### src/rtl/neural_argmax_seven.sv
// Streaming argmax over one frame of class scores, with a best/second-best margin flag
// and a seven-segment rendering of the winning class index.
module neural_argmax_seven #(
    parameter int DATA_W      = 16,
    parameter int NUM_CLASSES = 10,
    parameter int IDX_W       = 4,
    parameter int SIGNED      = 0,
    parameter int MARGIN      = 0
) (
    input  logic              clk,
    input  logic              n_rst,
    input  logic              clear,
    input  logic              score_valid,
    input  logic [DATA_W-1:0] score_in,
    output logic              score_ready,
    output logic              result_valid,
    output logic [IDX_W-1:0]  class_idx,
    output logic [DATA_W-1:0] max_score,
    output logic              low_conf,
    output logic              busy,
    output logic [7:0]        seven_seg
);

    typedef enum logic [1:0] {IDLE, ACCUM, DONE} state_t;

    localparam logic [DATA_W-1:0] MIN_V    = (SIGNED != 0) ? {1'b1, {(DATA_W-1){1'b0}}} : '0;
    localparam logic [IDX_W-1:0]  LAST_IDX = IDX_W'(NUM_CLASSES - 1);
    localparam logic [DATA_W:0]   MARGIN_V = (DATA_W+1)'(MARGIN);

    function automatic logic gt(input logic [DATA_W-1:0] a, input logic [DATA_W-1:0] b);
        if (SIGNED != 0) return $signed(a) > $signed(b);
        else             return a > b;
    endfunction

    // One extra bit so the difference of extreme scores cannot wrap.
    function automatic logic [DATA_W:0] span(input logic [DATA_W-1:0] hi, input logic [DATA_W-1:0] lo);
        logic [DATA_W:0] h;
        logic [DATA_W:0] l;
        if (SIGNED != 0) begin
            h = {hi[DATA_W-1], hi};
            l = {lo[DATA_W-1], lo};
        end else begin
            h = {1'b0, hi};
            l = {1'b0, lo};
        end
        return h - l;
    endfunction

    function automatic logic [7:0] seg_code(input logic [IDX_W-1:0] idx, input logic dp);
        logic [6:0] s;
        case (32'(idx))
            0:       s = 7'h3F;
            1:       s = 7'h06;
            2:       s = 7'h5B;
            3:       s = 7'h4F;
            4:       s = 7'h66;
            5:       s = 7'h6D;
            6:       s = 7'h7D;
            7:       s = 7'h07;
            8:       s = 7'h7F;
            9:       s = 7'h6F;
            default: s = 7'h40;
        endcase
        return {dp, s};
    endfunction

    state_t              state_q;
    logic [IDX_W-1:0]    count_q;
    logic [DATA_W-1:0]   best_q, second_q;
    logic [IDX_W-1:0]    best_idx_q;
    logic [DATA_W-1:0]   best_d, second_d;
    logic [IDX_W-1:0]    best_idx_d;
    logic [DATA_W:0]     diff;
    logic                low_conf_d;
    logic                accept;
    logic                last_beat;

    logic                result_valid_q;
    logic [IDX_W-1:0]    class_idx_q;
    logic [DATA_W-1:0]   max_score_q;
    logic                low_conf_q;
    logic [7:0]          seven_seg_q;

    assign score_ready = !clear && (state_q != DONE);
    assign accept      = score_valid && score_ready;
    assign last_beat   = (count_q == LAST_IDX);

    // Running best/second including the beat on the input this cycle.
    always_comb begin
        best_d     = best_q;
        second_d   = second_q;
        best_idx_d = best_idx_q;
        if (state_q == IDLE) begin
            best_d     = score_in;
            best_idx_d = '0;
            second_d   = MIN_V;
        end else if (gt(score_in, best_q)) begin
            second_d   = best_q;
            best_d     = score_in;
            best_idx_d = count_q;
        end else if (gt(score_in, second_q)) begin
            second_d   = score_in;
        end
    end

    assign diff       = span(best_d, second_d);
    assign low_conf_d = (MARGIN != 0) && (diff < MARGIN_V);

    always_ff @(posedge clk) begin
        if (accept) begin
            best_q     <= best_d;
            second_q   <= second_d;
            best_idx_q <= best_idx_d;
        end
    end

    always_ff @(posedge clk or negedge n_rst) begin
        if (!n_rst) begin
            state_q        <= IDLE;
            count_q        <= '0;
            result_valid_q <= 1'b0;
            class_idx_q    <= '0;
            max_score_q    <= '0;
            low_conf_q     <= 1'b0;
            seven_seg_q    <= 8'h00;
        end else begin
            result_valid_q <= 1'b0;
            case (state_q)
                IDLE, ACCUM: begin
                    if (clear) begin
                        state_q <= IDLE;
                        count_q <= '0;
                    end else if (accept) begin
                        if (last_beat) begin
                            state_q        <= DONE;
                            count_q        <= '0;
                            result_valid_q <= 1'b1;
                            class_idx_q    <= best_idx_d;
                            max_score_q    <= best_d;
                            low_conf_q     <= low_conf_d;
                            seven_seg_q    <= seg_code(best_idx_d, low_conf_d);
                        end else begin
                            state_q <= ACCUM;
                            count_q <= count_q + 1'b1;
                        end
                    end
                end
                DONE: begin
                    state_q <= IDLE;
                    count_q <= '0;
                end
                default: begin
                    state_q <= IDLE;
                    count_q <= '0;
                end
            endcase
        end
    end

    assign result_valid = result_valid_q;
    assign class_idx    = class_idx_q;
    assign max_score    = max_score_q;
    assign low_conf     = low_conf_q;
    assign seven_seg    = seven_seg_q;
    assign busy         = (state_q == ACCUM);

endmodule

### config.mk
export PLATFORM = sky130hd
export DESIGN_NAME = neural_argmax_seven
export DESIGN_NICKNAME = d
export VERILOG_FILES = /design/src/rtl/neural_argmax_seven.sv
export SDC_FILE = /design/constraint.sdc
export NUM_CORES = 1
export LEC_CHECK = 0
export ABC_AREA = 0
export CELL_PAD_IN_SITES_DETAIL_PLACEMENT = 2
export CELL_PAD_IN_SITES_GLOBAL_PLACEMENT = 2
export CORE_MARGIN = 10
export CORE_UTILIZATION = 37
export CTS_CLUSTER_SIZE = 8
export DETAILED_ROUTE_END_ITERATION = 6
export PLACE_DENSITY_LB_ADDON = 0.05
export SLEW_MARGIN = 15
export SYNTH_ARGS = -nofsm -noshare
export SYNTH_HDL_FRONTEND = slang
export SYNTH_SLANG_ARGS = --single-unit
### constraint.sdc
create_clock -name clk -period 6.2 [get_ports clk]
set_input_delay 1.24 -clock clk [delete_from_list [all_inputs] [get_ports clk]]
set_output_delay 1.24 -clock clk [all_outputs]
set_load 0.02 [all_outputs]
-- After elaboration in Yosys (flattened, before gate mapping)
Memories as Yosys holds them, arrays and structs flattened. A register that Yosys moved wholly into a read port is not among the register bits.
Index checks and enable logic that the tools add are counted.
- memories kept: 1
- bits in read-only memories: 112
- input port bits: 20
- word-level logic and storage cells: 39
- register bits: 47
- order comparisons: 1
- bitwise gates (word level): 1
- reductions and logical operators: 7
- add/subtract/negate cells: 1
- muxes and demuxes: 17
- equality and inequality tests: 4
- memory list (name ; depth ; width ; rd ports ; clocked after Yosys merged registers in ; wr ports ; RTL line ; text):
    (no name shown) ; 16 ; 7 ; 1 ; 1 ; 0 ; 51 ; case (32'(idx))
- operators with widths (operator ; number):
    16-bit 2-to-1 mux ; 2
    4-bit 2-to-1 mux ; 6
    16-bit > comparator ; 1
    2-bit 2-to-1 mux ; 4
    1-bit 2-to-1 mux ; 5
    4-bit by 1-bit adder with 4-bit output, second input constant ; 1
    4-bit equality test, second input constant ; 1
    4-bit AND reduction ; 1
    3-bit != test, second input constant ; 1
    2-bit by 1-bit equality test with 1-bit output, second input constant ; 1
    1-bit logical AND ; 2
    1-bit zero test ; 2
    2-bit zero test ; 1
    2-bit != test, second input constant ; 1
    2-bit OR reduction ; 1
    1-bit inverter ; 1

-- Depth between registers and ports, before layout
- depth in word-level cells: 6
- depth in mapped cells: 14
- mapped depth without buffers: 13

-- Worst setup path after synthesis
Ideal clock, no wire load.
- path type: input port to flip-flop
- from: in score_in[1]
- to: reg seven_seg_q[3] (netlist: seven_seg[3])
- stages: 12
- setup time: 0.094 ns
- data required time: 6.106 ns
- arrival time: 3.662 ns
- path slack: 2.444 ns
- cells stage by stage: ha_1 > nor2b_1 > o211ai_1 > a2111o_1 > a31oi_1 > mux2i_1 > nor2_1 > inv_1 > ha_1 > inv_1 > mux2_1 > a211oi_1
- longest elaborated chain between the ends: 4
- RTL lines (item ; RTL line ; text):
    start: declaration ; 14 ; input logic [DATA_W-1:0] score_in,
    16-bit > comparator ; 32 ; else return a > b;
    1-bit 2-to-1 mux ; 93 ; if (state_q == IDLE) begin
    4-bit 2-to-1 mux ; 97 ; end else if (gt(score_in, best_q)) begin
    4-bit 2-to-1 mux ; 93 ;
    via best_idx_d[0] ; 72 ; logic [IDX_W-1:0] best_idx_d;
    end: declaration ; 82 ; logic [7:0] seven_seg_q;
The timed path passes the listed nets, and every way through them passes these cells. The select of a mux whose other input is x is not followed.
A chain may end at the register's enable or synchronous reset.

-- Worst setup path in the final report
Same ends and word-level chain as after synthesis.

==> metrics <==
vias after detailed routing 2031; class of the tightest hold or removal check flip-flop to flip-flop; global-route wire length before repair 12.3 mm; CTS max path bufs 2; quantity of gates resized following cts 0; die boundary height 109 microns; unique cell type count in the Yosys netlist 40; number of enable-type register cells in the synthesized netlist 20; Critical Path RT 6.42 ns; multiplexer share of the synthesized area 16.6%; area leader, netlist dfrtp_1; synthesized cell area 2920 sq um; upper clock frequency limit 226 MHz; Initial Util 37.9%; switching power of the nets 0.178 mW; Static Leakage 1.60 nW; worst-skew pair later-pin latency 0.31 ns; antenna violations before repair 0; clock-pin slew reported for the worst setup and hold paths after clock tree synthesis 0.09 ns; primary flip-flop cell chosen by synthesis mapping dfrtp_1; dominant combinational cell family by area after synthesis multiplexers; First DRT Iteration DRCs 20; Die Area 11800 sq um; Max Cap Viol 0; Root Driver clkbuf_8; number of instances in the synthesized netlist 253; origin of the critical flop-to-flop path best_q[1]$_DFFE_PP_; count of TritonRoute iterations in the first routing pass 4; total power consumption of the routed design approximately 0.70 mW; average cell area after synthesis 11.5 sq um; maximum number of pins on one net before global-route repair 35; final count of negative-setup-slack endpoints 0; number of levels in the clock H-tree 2; Total Routing Usage GR 13.1%; Synth Area in Compound Gates 8.20%; per-cell routed wire length 18.2 microns; sequential cell area fraction in the yosys report 49.8%; final worst path period share between 70% and 80%; combinational power share 14.5%; type of the worst setup path input pin to flip-flop; weighted congestion at the end of routability-driven global placement 0.735; number of remaining DRC errors 0; origin of the worst setup path score_in[1]; flip-flop and latch count after synthesis 54; share of Yosys cell area claimed by the top area cell type 29.2%; maximum net fanout on the critical path 4; worst supply voltage drop on vdd 0.0905 mV; Fin Setup TNS 0 ns; number of global-route vias before repair 2317; Synth Area in Adders 10.3%; input/output buffers 49; Relative slew margins 29.9%; antenna cell count 0; Clock Sink Count 54; Floorplan Core Area 7690 sq um; Filler cells 796; ports placed on the boundary 52; setup repair after global routing missed its margin false; layout cell share with drive strength beyond 1 14.5%; most frequent cells in the layout clkdlybuf4s50_1, dfrtp_1, inv_1, mux2_2, ha_1; final-stage net count about 350; Worst Max-Slew Pin Slew around 1.1 ns; final hold violations 0; detailed-route vias per instance ~5.0; share of total power in the clock network around 30%; Period minus WS final 4.42 ns; remaining global-route overflow 0; share of the synthesized netlist area taken by xor and xnor gates 0%; TritonCTS clock tree done; Horiz. Die Dim 109 microns; sequential group share of total power 55.8%; cell types occupying the most area after synthesis dfrtp_1, edfxtp_1, ha_1; most common library cell in the layout ignoring fill and taps clkdlybuf4s50_1; Final Routed Wirelength 7.36 mm; number of routed nets with antenna violations 0; count of synthesis-stage warnings from yosys 0; max-slew violation total from the final report 0; setup skew after layout 0.00925 ns; worst hold path startpoint class_idx[0]$_DFFE_PN0P_; fraction of power spent switching nets around 26%; Post-CTS Hold Fix Bufs 0; cell row count 32; TritonCTS Buffers 5; result of the run completed; Internal Pwr Total 0.518 mW; crit start category input pin; Layout area overhead 22.8%; arrival time reported for the critical path endpoint 4.64 ns; total power divided by cell area around 190 nW/um^2; crit end category flip-flop; share of flip-flops with an asynchronous set or reset 63.0%; total setup buffers inserted after CTS 0; Post-Synth Simple-Gate Area 9.87%; DP HPWL about 5.4 mm
-- cells by family after synthesis --
group | count (synthesis)
adders and majority gates | 24
other | 1
buffers and inverters | 34
muxes | 40
and+or+nand+nor | 61
DFF | 54
AOI/OAI and AO/OA | 39
-- layer usage --
layer	GRT usage (%)	wire length (microns)	vias to the layer above
met5	0	0	-
met4	2.82	63	0
met3	3.13	279	5
met2	23.0	3760	28
met1	15.9	3260	1018
li1	-	-	980
-- synthesized netlist by cell type, types with 3 or more instances --
library cell	instances
nor3_1	3
o21ai_0	10
ha_1	24
edfxtp_1	20
nand3_1	3
clkbuf_1	5
nor2_1	20
mux2i_1	4
a21oi_1	13
mux2_2	24
mux2_4	10
a211oi_1	4
o31ai_1	3
nand2_1	18
inv_1	24
dfrtp_1	34
nand4_1	4
-- per-stage QoR --
stage                     instances  hold slack (ns)  area [sq um]  setup slack [ns]  util [%]
final                           405            0.504          3580              1.78      46.6
after global routing            405            0.539          3580              1.48      46.6
after CTS                       405            0.514          3580              1.75      46.6
after detailed placement        397            0.474          3490              1.43      45.4
after global placement          397            0.468          3490              1.58      45.4
after floorplan                 254            0.536          2920              2.44         -
-- sequential cells by signal, indices dropped and copies added (netlist names) --
name	cells
seven_seg	7
max_score	16
best_idx_q	4
state_q	2
result_valid	1
best_q	16
class_idx	4
count_q	4
-- worst max-delay path: stages --
cell and delay, ns:
clkdlybuf4s50_1 0.43, ha_1 0.31, nor2b_1 0.13, o211ai_1 0.11
a2111o_1 0.39, a31oi_1 0.45, mux2i_1 0.22, nor2_1 0.32
inv_1 0.18, ha_1 0.31, inv_1 0.04, mux2_1 0.28
a211oi_1 0.22
-- power by group through the flow --
| stage | registers, mW | logic [mW] | clock network (mW) |
|---|---|---|---|
| after floorplan | 0.393 | 0.0661 | 0 |
| after global placement | 0.395 | 0.0993 | 0 |
| after detailed placement | 0.396 | 0.103 | 0 |
| after CTS | 0.388 | 0.104 | 0.217 |
| after global routing | 0.390 | 0.115 | 0.228 |
| final | 0.388 | 0.101 | 0.207 |
-- worst paths after layout --
kind                       slack [ns]  depth (start not counted)                       end
setup / recovery                 1.78                         13  seven_seg[3]$_DFFE_PN0P_
hold / removal                   0.50                          2  class_idx[0]$_DFFE_PN0P_
setup reg to reg                 2.76                         13  seven_seg[3]$_DFFE_PN0P_
hold reg to reg                  0.50                          2  class_idx[0]$_DFFE_PN0P_
max in group asynchronous        4.49                          2  class_idx[3]$_DFFE_PN0P_
min in group asynchronous        1.36                          2  max_score[3]$_DFFE_PN0P_
-- cell type report --
class | instances | area [sq um] | area share, %
Inverter | 25 | 93.8 | 2.62
Multi-Input combinational cell | 166 | 1320 | 36.8
Timing Repair Buffer | 50 | 498 | 13.9
Clock buffer | 7 | 86.3 | 2.41
Clock inverter | 1 | 5.00 | 0.140
Tap cell | 102 | 128 | 3.57
Sequential cell | 54 | 1450 | 40.5
Note: power is estimated with default switching activity, not from simulation.
==> edit 1 (config.mk and constraints unchanged) <==
`IDX_W`: 4 -> 5.
--- a/src/rtl/neural_argmax_seven.sv
+++ b/src/rtl/neural_argmax_seven.sv
@@ -4,5 +4,5 @@
     parameter int DATA_W      = 16,
     parameter int NUM_CLASSES = 10,
-    parameter int IDX_W       = 4,
+    parameter int IDX_W       = 5,
     parameter int SIGNED      = 0,
     parameter int MARGIN      = 0
Interface: changed (resized class_idx); port bits go from 52 to 53. The function was not compared with the original's and may differ.
==> edit 1 against the unedited design <==
Sequential share of layout area up 0.35 points. Critical path depth unchanged. Die area up 1.4%. Clock skew up 0.0016 ns. Power up 24%. Area after synthesis up 1.7%. Cell area up 4.6%. Global-route usage up 0.33 points. Setup slack better by 0.15 ns. Final cell count up 3.0%. Core utilization up 1.6 points. Sequential cell count up 3. Wire length up 1.6%.
==> edit 1: results <==
group,metric,value,unit
cells_and_area,drive_above_1_share,0.143,
logic_synthesis,synth_area_leaders,"dfrtp_1 30%, edfxtp_1 21%, ha_1 9.3%, mux2_2 8.7%, mux2_1 3.8%",
setup_path,critPathMaxStageDelay,0.43,ns
setup_path,worst-r2r-setup-slack,2.89,ns
detailed_routing,wl,7.48,mm
place,io_buffers,50,
detailed_routing,met1_length,3.29,mm
grt,use_met3,0.0410,
status,status,"finished clean",
logic_synthesis,synthAdderAreaFrac,0.0929,
power_and_ir_drop,clockPowerShare,0.401,
detailed_routing,vias,2138,
detailed_routing,met3_length,312,um
detailed_routing,drt-initial-drc-count,54,
cts,numCtsBuffers,9,
power_and_ir_drop,p_switching,0.217,mW
logic_synthesis,yosysUniqueCellTypes,43,
grt,grt_use_met1,0.151,
cts,clkSlewWorstSetupHoldPaths,0.06,ns
cts,cts_max_level,3,
place,place_area,0.00356,mm^2
logic_synthesis,synth-edff-count,21,
timing,clock_skew,0.0108,ns
place,place.gp.congestion,0.740,
place,pre_cts_slack,1.57,ns
logic_synthesis,synth.area.mux_share,0.144,
setup_path,cp_max_fo,7,
power_and_ir_drop,powerSeq,0.411,mW
setup_path,cp.arrival,4.50,ns
worst_hold_path,hp-start,"class_idx[2]",
-- edit 1: path summary, 6_finish.rpt --
path	cells past startpoint	to
min in group asynchronous	1	max_score[7]
worst min register to register	2	class_idx[2]
worst max register to register	13	seven_seg[6]
worst max-delay path	13	seven_seg[6]
worst min-delay path	2	class_idx[2]
max in group asynchronous	1	max_score[0]
-- edit 1: stage by stage --
stage	util	hold WS [ns]
3_5_place_dp	0.458	0.481
5_1_grt	0.482	0.529
2_1_floorplan	-	0.468
4_1_cts	0.482	0.495
6_report	0.482	0.490
3_3_place_gp	0.458	0.465
-- edit 1: area by class of cell --
cell class | count | share of cell area
clock buffer | 12 | 0.0388
clock inverter | 4 | 0.0114
inverter | 29 | 0.0291
multi-input combinational | 162 | 0.343
sequential | 57 | 0.409
tap | 102 | 0.0341
timing repair buffer | 51 | 0.134
-- edit 1: kinds of logic after synthesis --
logic type | after synthesis
flops | 57
simple gates | 59
buf+inv | 36
fa+ha+maj | 22
mux | 38
compound gates | 41
other cells | 1
==> edit 2 (config.mk and constraints unchanged) <==
Made on the original files. Register the output `seven_seg` once more, without a reset; this adds one clock of latency there. The other outputs are not delayed to match.
--- a/src/rtl/neural_argmax_seven.sv
+++ b/src/rtl/neural_argmax_seven.sv
@@ -162,5 +162,7 @@
     assign max_score    = max_score_q;
     assign low_conf     = low_conf_q;
-    assign seven_seg    = seven_seg_q;
+    always_ff @(posedge clk) begin
+        seven_seg <= seven_seg_q;
+    end
     assign busy         = (state_q == ACCUM);
 
Behaviour: no difference found for any inputs over 10 cycles, from zero or initial values and one cycle with n_rst low; that may be too few to reach the edited logic, so the function may still have changed.
==> edit 2 against the unedited design <==
Sequential share of layout area is 0.61 points higher. Largest cell class unchanged. Wire length up 4.2%. Critical endpoint is now seven_seg_q[3]. Setup slack better by 0.21 ns. Cell area grew 8.0%. Sequential power increased by 12%. Sequential cell count up 7. Register-to-register slack improved by 0.19 ns. Clock skew grew 0.00095 ns. Area after synthesis is 4.8% higher. Power rose by 36%. Hold slack got worse by 0.13 ns. Count of clock-buffer cells in the layout rose by 4. Largest power group unchanged.
==> edit 2: results <==
group,metric,value,unit
place,place.gp.congestion,0.700,
logic_synthesis,synth_area_leaders,"dfrtp_1 28%, edfxtp_1 20%, ha_1 9.8%, mux2_2 8.8%, mux2_4 4.9%",
cts,clkSlewWorstSetupHoldPaths,0.07,ns
place,dp.cells,407,
floorplan,taps,105,
logic_synthesis,avgSynthCellArea,11.8,um^2
logic_synthesis,synth.area.mux_share,0.158,
setup_path,cp.arrival,4.47,ns
place,pre_cts_slack,1.62,ns
status,status,"finished clean",
power_and_ir_drop,power.density,245,mW/mm^2
detailed_routing,routedWlPerCell,18.1,um
detailed_routing,routed_via_density,5.00,
cells_and_area,fin_nets,357,
cells_and_area,layout.nonclk_buf_frac,0.129,
place,place_hpwl,5.45,mm
cells_and_area,drive_above_1_share,0.167,
cells_and_area,final_area,0.00387,mm^2
logic_synthesis,ys_ff_latch,61,
cells_and_area,clkCellAreaFrac,0.0608,
logic_synthesis,ys_seq_area_frac,0.521,
cts,numCtsBuffers,9,
grt,track_usage,0.129,
power_and_ir_drop,p_leak,1.73,nW
grt,grt_pass1_wl,12.8,mm
cells_and_area,fill_cells,823,
-- edit 2: path summary, 6_finish.rpt --
check,cells after the start,slack (ns),to
max in group asynchronous,2,4.53,seven_seg_q[6]
worst max-delay path,13,1.99,seven_seg_q[3]
worst min register to register,0,0.37,seven_seg[4]
min in group asynchronous,2,1.32,max_score[5]
worst max register to register,13,2.95,seven_seg_q[3]
worst min-delay path,0,0.37,seven_seg[4]
-- edit 2: per-layer routing --
layer | up-vias | global-route usage | routed length [um]
met5 | - | 0 | 0
li1 | 1016 | - | -
met3 | 10 | 0.0319 | 214
met1 | 1057 | 0.147 | 3380
met4 | 0 | 0.0538 | 137
met2 | 33 | 0.224 | 3950
-- edit 2: worst max-delay path, cell delays in order --
cell and delay [ns]:
clkdlybuf4s50_1 0.44, ha_1 0.31, nor2b_1 0.13, o211ai_1 0.10, a2111o_1 0.40, a31oi_1 0.43, mux2i_1 0.18, nor2_1 0.24
inv_1 0.14, ha_1 0.30, inv_1 0.04, mux2_1 0.28, a211oi_1 0.22
